===== src/rtl/multicycle_controller_pkg.sv =====
// cpu_defs: shared opcode, ALU, select and state encodings for the multi-cycle CPU.
package cpu_defs;
    localparam logic [3:0] OP_ADD  = 4'h0;
    localparam logic [3:0] OP_SUB  = 4'h1;
    localparam logic [3:0] OP_AND  = 4'h2;
    localparam logic [3:0] OP_OR   = 4'h3;
    localparam logic [3:0] OP_ADDI = 4'h4;
    localparam logic [3:0] OP_LW   = 4'h5;
    localparam logic [3:0] OP_SW   = 4'h6;
    localparam logic [3:0] OP_BEQ  = 4'h7;
    localparam logic [3:0] OP_BLT  = 4'h8;
    localparam logic [3:0] OP_JUMP = 4'h9;
    localparam logic [3:0] OP_HALT = 4'hF;

    localparam logic [2:0] ALU_IDLE = 3'b000;
    localparam logic [2:0] ALU_ADD  = 3'b001;
    localparam logic [2:0] ALU_SUB  = 3'b010;
    localparam logic [2:0] ALU_AND  = 3'b011;
    localparam logic [2:0] ALU_OR   = 3'b100;

    localparam logic [1:0] SRCA_A    = 2'b00;
    localparam logic [1:0] SRCA_PC   = 2'b01;
    localparam logic [1:0] SRCA_ZERO = 2'b10;
    localparam logic [1:0] SRCB_B    = 2'b00;
    localparam logic [1:0] SRCB_IMM  = 2'b01;
    localparam logic [1:0] SRCB_TWO  = 2'b10;
    localparam logic       PCSRC_ALU    = 1'b0;
    localparam logic       PCSRC_ALUOUT = 1'b1;

    typedef enum logic [3:0] {
        S_FETCH    = 4'd0,
        S_DECODE   = 4'd1,
        S_EXEC_R   = 4'd2,
        S_EXEC_I   = 4'd3,
        S_ALU_WB   = 4'd4,
        S_MEM_ADDR = 4'd5,
        S_MEM_RD   = 4'd6,
        S_MEM_WB   = 4'd7,
        S_MEM_WR   = 4'd8,
        S_BRANCH   = 4'd9,
        S_JUMP     = 4'd10,
        S_HALT     = 4'd11
    } state_t;

    typedef struct packed {
        logic [2:0] alu_op;
        logic [1:0] src_a;
        logic [1:0] src_b;
        logic       pc_src;
        logic       pc_write;
        logic       ir_write;
        logic       iord;
        logic       mem_read;
        logic       mem_write;
        logic       reg_write;
        logic       mem_to_reg;
    } ctrl_t;
endpackage


===== src/rtl/ctrl_decode.sv =====
// ctrl_decode: combinational state/opcode/flag lookup producing the datapath control word.
module ctrl_decode
    import cpu_defs::*;
(
    input  state_t     i_state,
    input  logic [3:0] i_opcode,
    input  logic       i_zero,
    input  logic       i_negative,
    input  logic       i_mem_ready,
    output ctrl_t      o_ctrl
);
    always_comb begin
        o_ctrl = '0;
        case (i_state)
            S_FETCH: begin
                o_ctrl.mem_read = 1'b1;
                if (i_mem_ready) begin
                    o_ctrl.ir_write = 1'b1;
                    o_ctrl.pc_write = 1'b1;
                    o_ctrl.src_a    = SRCA_PC;
                    o_ctrl.src_b    = SRCB_TWO;
                    o_ctrl.alu_op   = ALU_ADD;
                    o_ctrl.pc_src   = PCSRC_ALU;
                end
            end
            S_DECODE: begin
                o_ctrl.src_a  = SRCA_PC;
                o_ctrl.src_b  = SRCB_IMM;
                o_ctrl.alu_op = ALU_ADD;
            end
            S_EXEC_R: o_ctrl.alu_op = (i_opcode == OP_SUB) ? ALU_SUB :
                                      (i_opcode == OP_AND) ? ALU_AND :
                                      (i_opcode == OP_OR)  ? ALU_OR  : ALU_ADD;
            S_EXEC_I, S_MEM_ADDR: begin
                o_ctrl.src_b  = SRCB_IMM;
                o_ctrl.alu_op = ALU_ADD;
            end
            S_ALU_WB: o_ctrl.reg_write = 1'b1;
            S_MEM_RD: begin
                o_ctrl.mem_read = 1'b1;
                o_ctrl.iord     = 1'b1;
            end
            S_MEM_WB: begin
                o_ctrl.reg_write  = 1'b1;
                o_ctrl.mem_to_reg = 1'b1;
            end
            S_MEM_WR: begin
                o_ctrl.mem_write = 1'b1;
                o_ctrl.iord      = 1'b1;
            end
            S_BRANCH: begin
                o_ctrl.alu_op   = ALU_SUB;
                o_ctrl.pc_src   = PCSRC_ALUOUT;
                o_ctrl.pc_write = (i_opcode == OP_BLT) ? i_negative : i_zero;
            end
            S_JUMP: begin
                o_ctrl.pc_src   = PCSRC_ALUOUT;
                o_ctrl.pc_write = 1'b1;
            end
            default: ;
        endcase
    end
endmodule


===== src/rtl/multicycle_controller.sv =====
// multicycle_controller: sequencing FSM for the 16-bit multi-cycle CPU with
// memory-wait timeout and retired-instruction counter.
module multicycle_controller
    import cpu_defs::*;
#(
    parameter int WAIT_LIMIT = 0
) (
    input  logic        clk,
    input  logic        reset,
    input  logic [3:0]  input_opcode,
    input  logic        input_Zero,
    input  logic        input_negative,
    input  logic        input_mem_ready,
    output logic [2:0]  output_ALUOp,
    output logic [1:0]  output_ALUSrcA,
    output logic [1:0]  output_ALUSrcB,
    output logic        output_PCSrc,
    output logic        output_PCWrite,
    output logic        output_IRWrite,
    output logic        output_IorD,
    output logic        output_MemRead,
    output logic        output_MemWrite,
    output logic        output_RegWrite,
    output logic        output_MemToReg,
    output logic        output_halted,
    output logic [3:0]  output_state,
    output logic [15:0] output_instr_count
);
    state_t      r_state, w_next;
    logic [15:0] r_count, r_wait;
    logic        w_waiting, w_timeout;
    ctrl_t       w_ctrl, w_out;

    ctrl_decode u_decode (
        .i_state    (r_state),
        .i_opcode   (input_opcode),
        .i_zero     (input_Zero),
        .i_negative (input_negative),
        .i_mem_ready(input_mem_ready),
        .o_ctrl     (w_ctrl)
    );

    assign w_waiting = (r_state inside {S_FETCH, S_MEM_RD, S_MEM_WR}) && !input_mem_ready;
    assign w_timeout = (WAIT_LIMIT > 0) && w_waiting && (int'(r_wait) == WAIT_LIMIT - 1);

    always_comb begin
        w_next = r_state;
        case (r_state)
            S_FETCH:  w_next = input_mem_ready ? S_DECODE : S_FETCH;
            S_DECODE: case (input_opcode)
                OP_ADD, OP_SUB, OP_AND, OP_OR: w_next = S_EXEC_R;
                OP_ADDI:        w_next = S_EXEC_I;
                OP_LW, OP_SW:   w_next = S_MEM_ADDR;
                OP_BEQ, OP_BLT: w_next = S_BRANCH;
                OP_JUMP:        w_next = S_JUMP;
                OP_HALT:        w_next = S_HALT;
                default:        w_next = S_FETCH;
            endcase
            S_EXEC_R, S_EXEC_I: w_next = S_ALU_WB;
            S_MEM_ADDR: w_next = (input_opcode == OP_SW) ? S_MEM_WR : S_MEM_RD;
            S_MEM_RD:   w_next = input_mem_ready ? S_MEM_WB : S_MEM_RD;
            S_MEM_WR:   w_next = input_mem_ready ? S_FETCH : S_MEM_WR;
            S_ALU_WB, S_MEM_WB, S_BRANCH, S_JUMP: w_next = S_FETCH;
            S_HALT:     w_next = S_HALT;
            default:    w_next = S_FETCH;
        endcase
        if (w_timeout) w_next = S_HALT;
    end

    always_ff @(posedge clk) begin
        if (!reset) begin
            r_state <= S_FETCH;
            r_count <= '0;
            r_wait  <= '0;
        end else begin
            r_state <= w_next;
            r_wait  <= (w_waiting && !w_timeout) ? r_wait + 16'd1 : '0;
            if (w_next == S_FETCH && r_state != S_FETCH) r_count <= r_count + 16'd1;
        end
    end

    // Reset masks every output combinationally so an aborted access emits no strobe.
    assign w_out              = reset ? w_ctrl : '0;
    assign output_ALUOp       = w_out.alu_op;
    assign output_ALUSrcA     = w_out.src_a;
    assign output_ALUSrcB     = w_out.src_b;
    assign output_PCSrc       = w_out.pc_src;
    assign output_PCWrite     = w_out.pc_write;
    assign output_IRWrite     = w_out.ir_write;
    assign output_IorD        = w_out.iord;
    assign output_MemRead     = w_out.mem_read;
    assign output_MemWrite    = w_out.mem_write;
    assign output_RegWrite    = w_out.reg_write;
    assign output_MemToReg    = w_out.mem_to_reg;
    assign output_halted      = reset && (r_state == S_HALT);
    assign output_state       = reset ? r_state : 4'd0;
    assign output_instr_count = reset ? r_count : 16'd0;
endmodule


===== config.mk =====
export PLATFORM = sky130hd
export DESIGN_NAME = multicycle_controller
export DESIGN_NICKNAME = d
export VERILOG_FILES = /design/src/rtl/multicycle_controller_pkg.sv /design/src/rtl/ctrl_decode.sv /design/src/rtl/multicycle_controller.sv
export SDC_FILE = /design/constraint.sdc
export NUM_CORES = 1
export LEC_CHECK = 0
export CAP_MARGIN = 20
export CORE_AREA = 4 4 74 76
export DETAILED_ROUTE_END_ITERATION = 16
export DIE_AREA = 0 0 78 80
export SYNTH_ARGS = -nofsm -noshare
export SYNTH_HDL_FRONTEND = slang
export SYNTH_SLANG_ARGS = --single-unit

===== constraint.sdc =====
create_clock -name clk -period 4.5 [get_ports clk]
set_input_delay 0.675 -clock clk [delete_from_list [all_inputs] [get_ports clk]]
set_output_delay 0.675 -clock clk [all_outputs]
set_load 0.01 [all_outputs]

==> flow_summary.ini <==
[clock_network]
cts_resized = 0
clk_latency_ns = 0.26
cts_max_level = 1
cts_sinks = 20
cts_tree = done
postCtsSetupRepairBufs = 0
ctsHoldBuffers = 0
numCtsBuffers = 3
cts.clk_slew.worst_paths_ns = 0.08
cts_max_path_buffers = 2
cts_root_buf = clkbuf_8

[synth]
seq_area_frac_synth = 0.245
synth_edf_count = 0
synthCells = 215
ys.flop_type = dfxtp_1
synth.distinct_cells = 48
ys_ff_latch = 20
async_flop_share = 0
avgSynthCellArea_sq_um = 7.59
syn_area_sq_um = 1630
syn_nets = 230
ys_warn_count = 0

[sta]
timing.hold.ws_ns = 0.495
rsz0062_at_grt = false
tightest_slew_ns = 0.728
hold_viol = 0
finalCritPeriodShare = 0.722
finalCriticalPeriod_ns = 3.25
finClkSkew_ns = 0.00649
slew_headroom = 0.514
max_freq_mhz = 308
slew_viol_final = 0
setup_viol = 0
tns_ns = 0

[floorplanning]
initial_core_util = 0.345
die_y_um = 80
ios = 45
die_w_um = 78
die_area_sq_um = 6240
core_area_sq_um = 4720
rows = 25

[grt]
grt_pass1_vias = 1504
antenna_found_initial = 0
grt_use_total = 0.134
grt_pass1_wl_mm = 6.92
grt_max_degree = 24
overflow = 0

[power_and_ir_drop]
ir_worst_vdd_mv = 0.168
power_switching_w = 0.000124
powerDensity_nw_per_um2 = 220
p_leak_nw = 0.843
swShare = 0.263
clock_power_share = 0.381
seqPwrFrac = 0.410
p_int_w = 0.000347
pwr-share-comb = 0.209

[placement]
routabilityCongestion = 0.803
dp_cells = 310
dp_hpwl_mm = 2.99
numPortBuffers = 43

[setup_path]
r2r_slack_ns = 1.85
cp-end-kind = output port
crit_fanout = 4
cp.arrival_ns = 2.57
cp.required_ns = 3.83
criticalPathCategory = in -> out
start_kind = input port

[layout]
layout-drive-gt1-share = 0.0567
nNetsFinal = 263
syn2layout_area_growth_pct = 30.9
final_cells = 314
n_antenna_cell = 0
final_util = 0.452
fillers = 500

[detailed_routing]
postRouteWirelength_mm = 4.06
ant_nets = 0
drt_iter0_drc = 106
wl_per_cell_um = 12.9
drtPass1Iterations = 4
vias = 1567
via_per_inst = 4.99
drc = 0

[outcome]
status = complete, no violations

[min_path]
min_path_type = reg -> reg

[job]
cap_violations = 0
state kept, by name, indices dropped and copies added (netlist names):
| signal | cells |
|---|---|
| r_state | 4 |
| r_count | 16 |
cell usage after synthesis (2+ instances only):
library cell / count / area (sq um)
nor2b_1: 4 / 25.0
or4_1: 5 / 37.5
or3_1: 4 / 25.0
dfxtp_1: 20 / 400
and4b_1: 2 / 20.0
nor2b_4: 2 / 27.5
nand2_1: 23 / 86.3
nor4_1: 2 / 12.5
nand2b_1: 5 / 31.3
buf_1: 2 / 7.51
o21ai_0: 5 / 25.0
buf_2: 5 / 25.0
o22ai_1: 2 / 12.5
buf_6: 3 / 33.8
nor3b_1: 2 / 15.0
and2_1: 20 / 125
ha_1: 6 / 75.1
nand3b_1: 2 / 15.0
mux2_1: 6 / 67.6
nand3_1: 6 / 30.0
inv_1: 9 / 33.8
mux2i_1: 2 / 20.0
clkbuf_1: 6 / 22.5
a22oi_1: 2 / 15.0
a21oi_1: 13 / 65.1
o31ai_1: 6 / 45.0
and3_1: 6 / 37.5
nor2_1: 20 / 75.1
nor3_1: 6 / 30.0
kinds of logic after synthesis:
| group | synth area share |
|---|---|
| buffers and inverters | 0.0798 |
| DFF | 0.245 |
| AOI/OAI and AO/OA | 0.137 |
| adders and majority gates | 0.0460 |
| muxes | 0.0537 |
| other | 0.00230 |
| xor gates and xnor gates | 0.0107 |
| and+or+nand+nor | 0.426 |
stage by stage:
stage                     power, W  worst slack (ns)  instance area [sq um]
after global routing      0.000494              1.06                   2140
after CTS                 0.000477              1.22                   2140
after global placement    0.000296              1.13                   2060
final                     0.000470              1.25                   2140
after detailed placement  0.000296              1.08                   2060
after floorplan           0.000261              1.99                   1630
cells in the final DEF, fill, tap and decap left out, types with 2 or more instances in the layout:
master | netlist | final
a21oi_1 | 13 | 13
a22oi_1 | 2 | 2
and2_1 | 20 | 20
and3_1 | 6 | 6
and4b_1 | 2 | 2
buf_4 | 1 | 2
clkbuf_8 | 0 | 3
clkdlybuf4s50_1 | 0 | 43
dfxtp_1 | 20 | 20
ha_1 | 6 | 6
inv_1 | 9 | 9
mux2_1 | 6 | 6
mux2i_1 | 2 | 2
nand2_1 | 23 | 23
nand2b_1 | 5 | 5
nand3_1 | 6 | 6
nand3b_1 | 2 | 2
nor2_1 | 20 | 20
nor2b_1 | 4 | 4
nor2b_4 | 2 | 2
nor3_1 | 6 | 6
nor3b_1 | 2 | 2
nor4_1 | 2 | 2
o21ai_0 | 5 | 5
o22ai_1 | 2 | 2
o31ai_1 | 6 | 6
or3_1 | 4 | 4
or4_1 | 5 | 5
path summary, 6_finish.rpt:
check / startpoint / to / cells after the start
setup / recovery: input_opcode[0] / output_PCWrite / 8
setup reg to reg: r_state[1]$_SDFF_PN0_ / r_count[14]$_SDFFE_PN0P_ / 6
hold reg to reg: r_count[11]$_SDFFE_PN0P_ / r_count[11]$_SDFFE_PN0P_ / 2
hold / removal: r_count[11]$_SDFFE_PN0P_ / r_count[11]$_SDFFE_PN0P_ / 2
power by group through the flow:
stage / Combinational, W / Sequential [W] / Clock [W]
detailed placement: 0.0000989 / 0.000197 / 0
finish: 0.0000983 / 0.000193 / 0.000179
global placement: 0.0000988 / 0.000197 / 0
CTS: 0.0000995 / 0.000193 / 0.000184
global route: 0.000110 / 0.000194 / 0.000190
floorplan: 0.0000741 / 0.000187 / 0
critical path, stage by stage:
cell,delay (ns)
clkdlybuf4s50_1,0.53
inv_1,0.08
ha_1,0.23
nand2_1,0.09
mux2i_1,0.20
o22ai_1,0.10
and2_1,0.19
clkdlybuf4s50_1,0.48
routing by layer:
layer | routed length, um | GRT usage
met1 | 1970 | 0.180
met2 | 1960 | 0.228
met3 | 103 | 0.0260
met4 | 22 | 0.0210
met5 | 0 | 0
cell type report:
type	instances	area, sq um	share of cell area
clock buffer	3	41.3	0.0193
clock inverter	1	30.0	0.0141
tap	67	83.8	0.0393
inverter	9	33.8	0.0158
sequential	20	400	0.187
multi-input combinational	169	1100	0.516
timing repair buffer	45	445	0.209
Note: power is estimated with default switching activity, not from simulation.
